$ cat src/rtl/ball_engine.sv
// ball_engine: pong ball FSM (serve/fly/score/win) with per-frame motion, accelerating
// speed, zone-based racket bounce, clamped reflections and configurable winning score.
module ball_engine #(
  parameter int X_L_BOUNCE = 100,
  parameter int X_R_BOUNCE = 923,
  parameter int Y_TOP      = 51,
  parameter int Y_BOT      = 717,
  parameter int BALL_SIZE  = 15,
  parameter int RACKET_H   = 80,
  parameter int SPEED_INIT = 4,
  parameter int SPEED_STEP = 1,
  parameter int SPEED_MAX  = 15,
  parameter int WIN_POINTS = 10,
  parameter int SERVE_X    = 504,
  parameter int SERVE_Y    = 376,
  parameter int GLIDE_L    = 16,
  parameter int GLIDE_R    = 1007
) (
  input  logic        clk65MHz,
  input  logic        rst,
  input  logic        end_of_frame_i,
  input  logic        serve_i,
  input  logic        game_en_i,
  input  logic [9:0]  pos_p1_i,
  input  logic [9:0]  pos_p2_i,
  output logic [10:0] ball_x_o,
  output logic [10:0] ball_y_o,
  output logic [3:0]  points_p1_o,
  output logic [3:0]  points_p2_o,
  output logic [1:0]  who_won_o,
  output logic        hit_pulse_o,
  output logic        score_pulse_o
);
  typedef enum logic [2:0] {IDLE, SERVE, FLY, SCORE, WIN} state_t;
  localparam logic signed [11:0] XR = 12'(X_R_BOUNCE - BALL_SIZE);
  localparam logic signed [11:0] XL = 12'(X_L_BOUNCE);
  localparam logic signed [11:0] YT = 12'(Y_TOP);
  localparam logic signed [11:0] YB = 12'(Y_BOT - BALL_SIZE);
  localparam logic signed [11:0] GL = 12'(GLIDE_L);
  localparam logic signed [11:0] GR = 12'(GLIDE_R);
  state_t state_q, state_d;
  logic [10:0] x_q, x_d, y_q, y_d;
  logic signed [1:0] dy_q, dy_d;
  logic [3:0] spd_q, spd_d, p1_q, p1_d, p2_q, p2_d;
  logic [1:0] won_q, won_d;
  logic dx_q, dx_d, dir_q, dir_d, scorer_q, scorer_d;
  logic hit_q, hit_d, sc_q, sc_d, serve_q;
  logic serve_re, at_r, at_l, hit;
  logic signed [11:0] spd_s, nx, ny;
  logic [10:0] wy;
  logic signed [1:0] wdy;
  logic [11:0] rk, yb;
  logic [4:0] spd_sum;
  logic [3:0] pts, pts_inc;
  // bounce angle from where the ball centre meets the racket (upper/middle/lower third)
  function automatic logic signed [1:0] zone(input logic [11:0] c, input logic [11:0] p);
    return c < p + 12'(RACKET_H / 3) ? -2'sd1 : c >= p + 12'(2 * RACKET_H / 3) ? 2'sd1 : 2'sd0;
  endfunction
  assign serve_re = serve_i & ~serve_q;
  assign spd_s = {8'd0, spd_q};
  assign nx = $signed({1'b0, x_q}) + (dx_q ? spd_s : -spd_s);
  assign ny = $signed({1'b0, y_q}) + (dy_q == 2'sd1 ? spd_s : dy_q == -2'sd1 ? -spd_s : 12'sd0);
  assign wy = ny <= YT ? YT[10:0] : ny >= YB ? YB[10:0] : ny[10:0];
  assign wdy = ny <= YT ? 2'sd1 : ny >= YB ? -2'sd1 : dy_q;
  assign at_r = dx_q && nx >= XR;
  assign at_l = !dx_q && nx <= XL;
  assign rk = {2'b0, at_r ? pos_p1_i : pos_p2_i};
  assign yb = {1'b0, y_q};
  assign hit = (at_r || at_l) && yb + 12'(BALL_SIZE) >= rk && yb <= rk + 12'(RACKET_H);
  assign spd_sum = {1'b0, spd_q} + 5'(SPEED_STEP);
  assign pts = scorer_q ? p1_q : p2_q;
  assign pts_inc = pts == 4'd15 ? pts : pts + 4'd1;
  always_comb begin
    state_d = state_q;
    x_d = x_q;
    y_d = y_q;
    dx_d = dx_q;
    dy_d = dy_q;
    spd_d = spd_q;
    p1_d = p1_q;
    p2_d = p2_q;
    won_d = won_q;
    dir_d = dir_q;
    scorer_d = scorer_q;
    hit_d = 1'b0;
    sc_d = 1'b0;
    if (state_q != FLY && state_q != SCORE) begin
      x_d = 11'(SERVE_X);
      y_d = 11'(SERVE_Y);
      spd_d = 4'(SPEED_INIT);
      dy_d = 2'sd0;
    end
    case (state_q)
      IDLE: begin
        state_d = SERVE;
        dir_d = 1'b1;
      end
      SERVE: begin
        dx_d = dir_q;
        state_d = serve_re ? FLY : SERVE;
      end
      FLY: if (end_of_frame_i) begin
        x_d = nx[10:0];
        y_d = wy;
        dy_d = wdy;
        if (hit) begin
          x_d = at_r ? XR[10:0] : XL[10:0];
          dx_d = ~dx_q;
          dy_d = zone(yb + 12'(BALL_SIZE / 2), rk);
          spd_d = spd_sum > 5'(SPEED_MAX) ? 4'(SPEED_MAX) : spd_sum[3:0];
          hit_d = 1'b1;
        end else if (at_r || at_l) begin
          state_d = SCORE;
          scorer_d = at_l;
        end
      end
      SCORE: if (end_of_frame_i) begin
        x_d = nx[10:0];
        y_d = wy;
        dy_d = wdy;
        if (nx <= GL || nx >= GR) begin
          x_d = nx <= GL ? GL[10:0] : GR[10:0];
          sc_d = 1'b1;
          p1_d = scorer_q ? pts_inc : p1_q;
          p2_d = scorer_q ? p2_q : pts_inc;
          // next serve travels toward the player who just conceded
          dir_d = ~scorer_q;
          state_d = pts_inc == 4'(WIN_POINTS) ? WIN : SERVE;
          won_d = pts_inc == 4'(WIN_POINTS) ? (scorer_q ? 2'd1 : 2'd2) : won_q;
        end
      end
      WIN: if (serve_re) begin
        state_d = IDLE;
        p1_d = 4'd0;
        p2_d = 4'd0;
        won_d = 2'd0;
      end
      default: state_d = IDLE;
    endcase
    if (!game_en_i) begin
      state_d = IDLE;
      x_d = 11'(SERVE_X);
      y_d = 11'(SERVE_Y);
      dx_d = 1'b1;
      dy_d = 2'sd0;
      spd_d = 4'(SPEED_INIT);
      p1_d = 4'd0;
      p2_d = 4'd0;
      won_d = 2'd0;
      dir_d = 1'b1;
      hit_d = 1'b0;
      sc_d = 1'b0;
    end
  end
  always_ff @(posedge clk65MHz) begin
    if (rst) begin
      state_q <= IDLE;
      x_q <= 11'(SERVE_X);
      y_q <= 11'(SERVE_Y);
      dx_q <= 1'b1;
      dy_q <= 2'sd0;
      spd_q <= 4'(SPEED_INIT);
      p1_q <= 4'd0;
      p2_q <= 4'd0;
      won_q <= 2'd0;
      dir_q <= 1'b1;
      scorer_q <= 1'b0;
      hit_q <= 1'b0;
      sc_q <= 1'b0;
      serve_q <= 1'b0;
    end else begin
      state_q <= state_d;
      x_q <= x_d;
      y_q <= y_d;
      dx_q <= dx_d;
      dy_q <= dy_d;
      spd_q <= spd_d;
      p1_q <= p1_d;
      p2_q <= p2_d;
      won_q <= won_d;
      dir_q <= dir_d;
      scorer_q <= scorer_d;
      hit_q <= hit_d;
      sc_q <= sc_d;
      serve_q <= serve_i;
    end
  end
  assign ball_x_o = x_q;
  assign ball_y_o = y_q;
  assign points_p1_o = p1_q;
  assign points_p2_o = p2_q;
  assign who_won_o = won_q;
  assign hit_pulse_o = hit_q;
  assign score_pulse_o = sc_q;
endmodule
$ cat config.mk
export PLATFORM = sky130hd
export DESIGN_NAME = ball_engine
export DESIGN_NICKNAME = d
export VERILOG_FILES = /design/src/rtl/ball_engine.sv
export SDC_FILE = /design/constraint.sdc
export NUM_CORES = 1
export LEC_CHECK = 0
export BUFFER_PORTS_ARGS = -buffer_cell sky130_fd_sc_hd__buf_4
export CAP_MARGIN = 20
export CORE_MARGIN = 2
export CORE_UTILIZATION = 45
export CTS_BUF_LIST = sky130_fd_sc_hd__clkbuf_8 sky130_fd_sc_hd__clkbuf_16
export CTS_CLUSTER_DIAMETER = 120
export DETAILED_ROUTE_END_ITERATION = 16
export GPL_ROUTABILITY_DRIVEN = 1
export HOLD_SLACK_MARGIN = 0.08
export PLACE_DENSITY = 0.68
export SLEW_MARGIN = 20
export SYNTH_ARGS = -nofsm -noshare
export SYNTH_HDL_FRONTEND = slang
export SYNTH_SLANG_ARGS = --single-unit
$ cat constraint.sdc
create_clock -name clk65MHz -period 7.6 [get_ports clk65MHz]
set_input_delay 0.38 -clock clk65MHz [delete_from_list [all_inputs] [get_ports clk65MHz]]
set_output_delay 0.38 -clock clk65MHz [all_outputs]
set_load 0.005 [all_outputs]
; Word-level counts from Yosys, hierarchy flattened
; Cells that the tools add are included.
[op_classes]
n_addsub = 10
order_cmp = 11
eq_ne = 20
n_mux = 65
bitwise_logic = 9
n_reduce_logical = 23
[op_table]
columns = operator, n
row1 = $mux W11, 10
row2 = $mux W4, 14
row3 = $ge A12 B11 Y1 const B, 3
row4 = $mux W12, 3
row5 = $mux W10, 3
row6 = $mux W2, 13
row7 = $add A12 B12 Y12, 2
row8 = $pmux W11 S2, 1
row9 = $mux W3, 7
row10 = $ne A2 B2 Y1 const B, 10
row11 = $pmux W4 S2, 2
row12 = $pmux W3 S5, 1
row13 = $reduce_and A5 Y1, 3
row14 = $add A11 B3 Y12 const B, 1
row15 = $add A11 B4 Y12 const B, 1
row16 = $ge A12 B10 Y1, 1
row17 = $ge A12 B11 Y1, 1
row18 = $le A12 B6 Y1 const B, 1
row19 = $le A12 B7 Y1 const B, 1
row20 = $le A12 B8 Y1 const B, 1
row21 = $lt A12 B11 Y1, 1
row22 = $neg A4 Y12, 1
row23 = $add A10 B5 Y11 const B, 1
row24 = $add A10 B6 Y11 const B, 1
row25 = other kinds (27), 55
[totals]
regBits = 47
in_bits = 25
output_inout_bits = 34
wordCells = 152

; Depth between registers and ports, before layout
[depth]
ltp_word = 13
ltp_mapped = 30

; Least setup slack after synthesis
; OpenSTA, ideal clock, no wires.
[synth_timing]
path_type = flip-flop to flip-flop
start = reg dx_q
end = reg x_q[7], in the netlist ball_x_o[7]
setup_time_ns = 0.132
arrival_ns = 5.604
required_time_ns = 7.468
path_slack_ns = 1.864
path_stages_with_launch = 28
path_cell_list = dfxtp_1 > clkbuf_1 > clkbuf_1 > mux2_2 > ha_1 > a21o_1 > a21oi_1 > nand4b_1 > a221oi_2 > o311a_1 > nand4_2 > nand2_4 > buf_6 > mux2_2 > a21oi_1 > nor3_1 > xor2_1 > ha_1 > nor2b_1 > o21ai_0 > nand2b_1 > o21ai_0 > mux2_2 > o21ai_0 > a21oi_1 > nand2b_1 > a221oi_1 > a21oi_1
[synth_via]
elab_chain_len = 11
word_cells_on_any_way = 24
cone_classes = add/sub: 2 / order compare: 6 / mux: 9 / reduce/logical: 7
[synth_rtl]
columns = element, line_no
row1 = from (decl), 46  ; logic dx_q, dx_d, dir_q, dir_d, scorer_q, scorer_d;
row2 = from (signal assigned), 160  ; dx_q <= 1'b1;
row3 = from (signal assigned), 175  ; dx_q <= dx_d;
row4 = $mux W12, 61  ; assign nx = $signed({1'b0, x_q}) + (dx_q ? spd_s : -spd_s);
row5 = $add A12 B12 Y12, 61
row6 = $ge A12 B11 Y1, 65  ; assign at_r = dx_q && nx >= XR;
row7 = $logic_and A1 B1 Y1, 65
row8 = $mux W10, 67  ; assign rk = {2'b0, at_r ? pos_p1_i : pos_p2_i};
row9 = $add A10 B7 Y11 / $ge A12 B10 Y1 (equally long branches), 69  ; assign hit = (at_r || at_l) && yb + 12'(BALL_SIZE) >= rk && yb <= rk + 12'(RACKET_H);
row10 = $le A11 B11 Y1 / $logic_and A1 B1 Y1 (equally long branches), 69
row11 = $logic_and A1 B1 Y1, 69
row12 = $mux W11, 106  ; if (hit) begin
row13 = $mux W11, 102  ; FLY: if (end_of_frame_i) begin
row14 = $pmux W11 S2 (*), 93  ; case (state_q)
row15 = to (signal assigned), 158  ; x_q <= 11'(SERVE_X);
row16 = to (decl), 42  ; logic [10:0] x_q, x_d, y_q, y_d;
; Every way passes the cells marked *; elsewhere a longest branch is shown, timed or not.
; A chain may end at the register's enable or synchronous reset.

; Worst setup path in the final report
[layout_timing]
start = reg spd_q[0]
end = reg x_q[8], in the netlist ball_x_o[8]
[layout_via]
elab_chain_len = 12
word_cells_on_any_way = 24
cone_classes = add/sub: 3 / order compare: 6 / mux: 9 / reduce/logical: 6
[layout_rtl]
columns = element, line_no
row1 = from (decl), 44  ; logic [3:0] spd_q, spd_d, p1_q, p1_d, p2_q, p2_d;
row2 = from (signal assigned), 162  ; spd_q <= 4'(SPEED_INIT);
row3 = from (signal assigned), 177  ; spd_q <= spd_d;
row4 = $neg A4 Y12, 61
row5 = $mux W12 (*), 61
row6 = $add A12 B12 Y12 (*), 61
row7 = $ge A12 B11 Y1, 65
row8 = $logic_and A1 B1 Y1, 65
row9 = $mux W10, 67
row10 = $add A10 B7 Y11 / $ge A12 B10 Y1 (equally long branches), 69
row11 = $le A11 B11 Y1 / $logic_and A1 B1 Y1 (equally long branches), 69
row12 = $logic_and A1 B1 Y1, 69
row13 = $mux W11, 106
row14 = $mux W11, 102
row15 = $pmux W11 S2 (*), 93
; Marks and branches as above.

==> impl_summary.md <==
Run status
The flow ran to the end, and the final reports show no timing, DRC or antenna violations.

Clock network
In this run, post-CTS hold repair placed 0 buffers. The clock-pin slew of the registers on the worst-case setup and hold paths is 0.08 ns. The TritonCTS clock tree is yes.

Buffers added to address setup during post-CTS repair amount to 0. The number of levels in the clock H-tree is 2. Post-CTS repair changed the size of 0 cells. Counting the buffers created by CTS gives 5. The clock net in this run drives a total of 47 sinks. The cell at the root of the clock tree is clkbuf_16. The clock latency at the later pin of the worst-skew pair is 0.30 ns. The clock passes through at most 2 buffers.

Min path
Counting instances, the worst hold path has a depth of 2. The origin of the worst min-delay path is rst. The worst hold path belongs to the class input port to flop. The destination of the worst hold path is scorer_q.

Worst setup path
In this run the worst path has a maximum fanout of 16. The worst register-to-register path ends at ball_x_o[8]. Data on the critical path is required at its endpoint by 7.78 ns. STA classifies the critical path endpoint as a flop.

The buffer and inverter count on the worst path is 1. The origin of the critical flop-to-flop path is spd_q[0]. The depth of the worst register-to-register path is 27. The type of the worst setup path is flop to flop. The master of the slowest instance on the critical path is dfxtp_1.

The worst setup path is launched from a flop. For this run, the slowest stage of the critical path takes 0.52 ns. The cell family with the largest share of critical-path delay is compound AO/OA/AOI/OAI gates. The minimum setup slack among reg-to-reg paths is 1.02 ns.

Data arrives at the worst endpoint at 6.76 ns.

Floorplan
The total die area is 14,100 sq um. The die is 119 microns tall. The initial cell density of the core is 46.4%.

In this run the core area contains 41 standard-cell rows. The count of boundary I/O pins is 59. In this run the horizontal extent of the chip is 119 microns.

The area of the core is 12,700 sq um.

Detailed routing
The pre-antenna-repair detailed-routing pass consisted of 6 iterations. In this run the remaining antenna-violating nets after routing total 0. In the final routed layout, each cell accounts on average for 17.8 microns. The vias per cell is 6.04.

The via count is 5,796. In the routed design, unresolved DRC markers number 0. After detailed routing, the total wire length is 17,100 microns. The DRC violation total after the first TritonRoute iteration is 524.

Timing
The minimum clock period is 6.58 ns. Setup repair after global routing left no endpoint under its margin. The count of final setup violators is 0. After layout, the worst path uses 86.6% of the clock period.

The setup TNS is 0 ns. In this run the tightest slew margin relative to its limit is 30.1%. The number of pins exceeding their max-slew limit in the final report was 0. For the pin with the worst max-slew slack, the measured transition is 1.04 ns. The worst setup skew after layout is 0.0160 ns. The maximum clock frequency is 152 MHz.

The number of failing hold endpoints at the final stage is 0.

Cells and area
The share of layout cells above drive strength 1 is 14.7%. The final cell area excluding filler cells is 6640 sq um. 0 antenna diodes ended up in the layout. The number of standard cells in the layout, taps in and fillers out is 959. From synthesis to final layout, the design area changed by 12.3%. In the layout the commonest cells are ha_1, nor2_1, nand2_1.

After the last flow step, the layout net total stands at 886. The leading cell type in the layout, fill and taps excluded is ha_1.

Placed design
Detailed placement finished with a half-perimeter wire length of 13,400 microns. In this run, placement finished with an instance count of 951. The instance area at placement is 6460 sq um.

The number of buffer cells added on primary ports is 58. The final weighted congestion in routability-driven placement is 0.947.

Logic synthesis
The most used flip-flop cell after synthesis is dfxtp_1. A synthesized cell averages 7.93 sq um. In this run, synthesis produced a sequential element count of 47.

The post-synthesis cell type count is 93. The portion of the post-synthesis area used by sequential elements is 15.9%. Ranked by total cell area, the synthesized netlist is headed by dfxtp_1, ha_1, xnor2_1. The post-synthesis cell count is 745. The total standard cell area after synthesis is 5910 sq um. Yosys mapped a number of flops with a built-in enable equal to 0.

When the netlist entered floorplanning its net count stood at 845. During synthesis, Yosys emitted a total of 0 warnings. Of all cell types, the one taking the most synthesized area is dfxtp_1. Summed over its instances, the top area cell type makes up 15.9% of the synthesized netlist area. The share of flip-flops with an asynchronous set or reset after synthesis is 0%.

Global routing
Entering global routing, the biggest net connects 28 pins. The first-pass GRT wire length is 28,200 microns. The total global-route track usage is 24.2%. The number of global-route vias before repair is 5,587. After global routing the overflow that remains totals 0. The number of antenna violations at the first check in global routing is 0.

Run
Max-cap violations in this run came to 0.

Power
The analysis attributes to cell leakage a power of 2.78 nW. The worst-case IR drop observed on VDD is 0.0956 mV. Power comes to 704 uW. The power per cell area is 106 nW/um^2.
worst max-delay path by stage:
stage	depth (start not counted)	startpoint	to	slack, ns
finish	27	spd_q[0]	ball_x_o[8]	1.02
detailed placement	27	spd_q[0]	ball_x_o[8]	1.12
floorplan	27	dx_q	ball_x_o[7]	1.86
CTS	28	spd_q[2]	ball_x_o[8]	1.09
global route	28	spd_q[2]	ball_x_o[8]	0.56
global placement	27	spd_q[0]	ball_x_o[8]	1.37
cell usage after synthesis, types with 8 or more instances:
cell	n
nand3_1	22
xnor2_1	33
nand2b_1	15
inv_1	35
o21ai_0	41
o21a_1	14
nor2_1	61
o211ai_1	8
nor3_1	19
o31ai_1	8
clkbuf_1	20
o21bai_1	8
xor2_1	20
dfxtp_1	47
nor2b_1	13
mux2i_1	16
a21oi_1	54
ha_1	73
a21o_1	13
nand2_1	60
nand4_1	8
a31oi_1	11
registers in the layout, indices dropped and copies added, names as in the netlist, 2 cells and up:
signal,cells
ball_x_o,11
points_p1_o,4
who_won_o,2
dy_q,2
state_q,3
spd_q,4
ball_y_o,11
points_p2_o,4
where the power goes:
group / switching, mW / internal, mW / leakage [nW] / total (mW)
logic: 0.103 / 0.0771 / 2.31 / 0.181
clock network: 0.108 / 0.166 / 0.0875 / 0.274
registers: 0.00276 / 0.247 / 0.380 / 0.250
cell families after synthesis:
family                   after synthesis  synth area share (%)
AO/OA/AOI/OAI                        233                  28.2
XOR/XNOR                              53                  7.86
adder cells (fa/ha/maj)               76                  16.3
buffers and inverters                 63                  4.17
flip-flops                            47                  15.9
multiplexers                          30                  6.04
AND/OR/NAND/NOR                      243                  21.5
per-layer routing:
layer  share of wire, %  wire, microns  track usage (%)
met2                 47           7980             39.9
met1                 45           7690             33.1
met5                  0              0                0
met4                2.6            439             7.44
met3                5.6            964             2.61
cell type report:
type	instances	area (sq um)
inverters	39	146
fillers	1294	6090
multi-input cells	635	4720
repair buffers	58	435
flip-flops and latches	47	941
well taps	172	215
clock inverters	2	38.8
clock buffers	6	139
stage by stage:
step           setup slack, ns  util [%]  hold slack [ns]
3_3_place_gp              1.37      50.8            0.452
3_5_place_dp              1.12      50.8            0.467
5_1_grt                  0.564      52.2            0.264
2_1_floorplan             1.86         -            0.449
4_1_cts                   1.09      52.2            0.266
6_report                  1.02      52.2            0.261
Note: power is estimated with default switching activity, not from simulation.
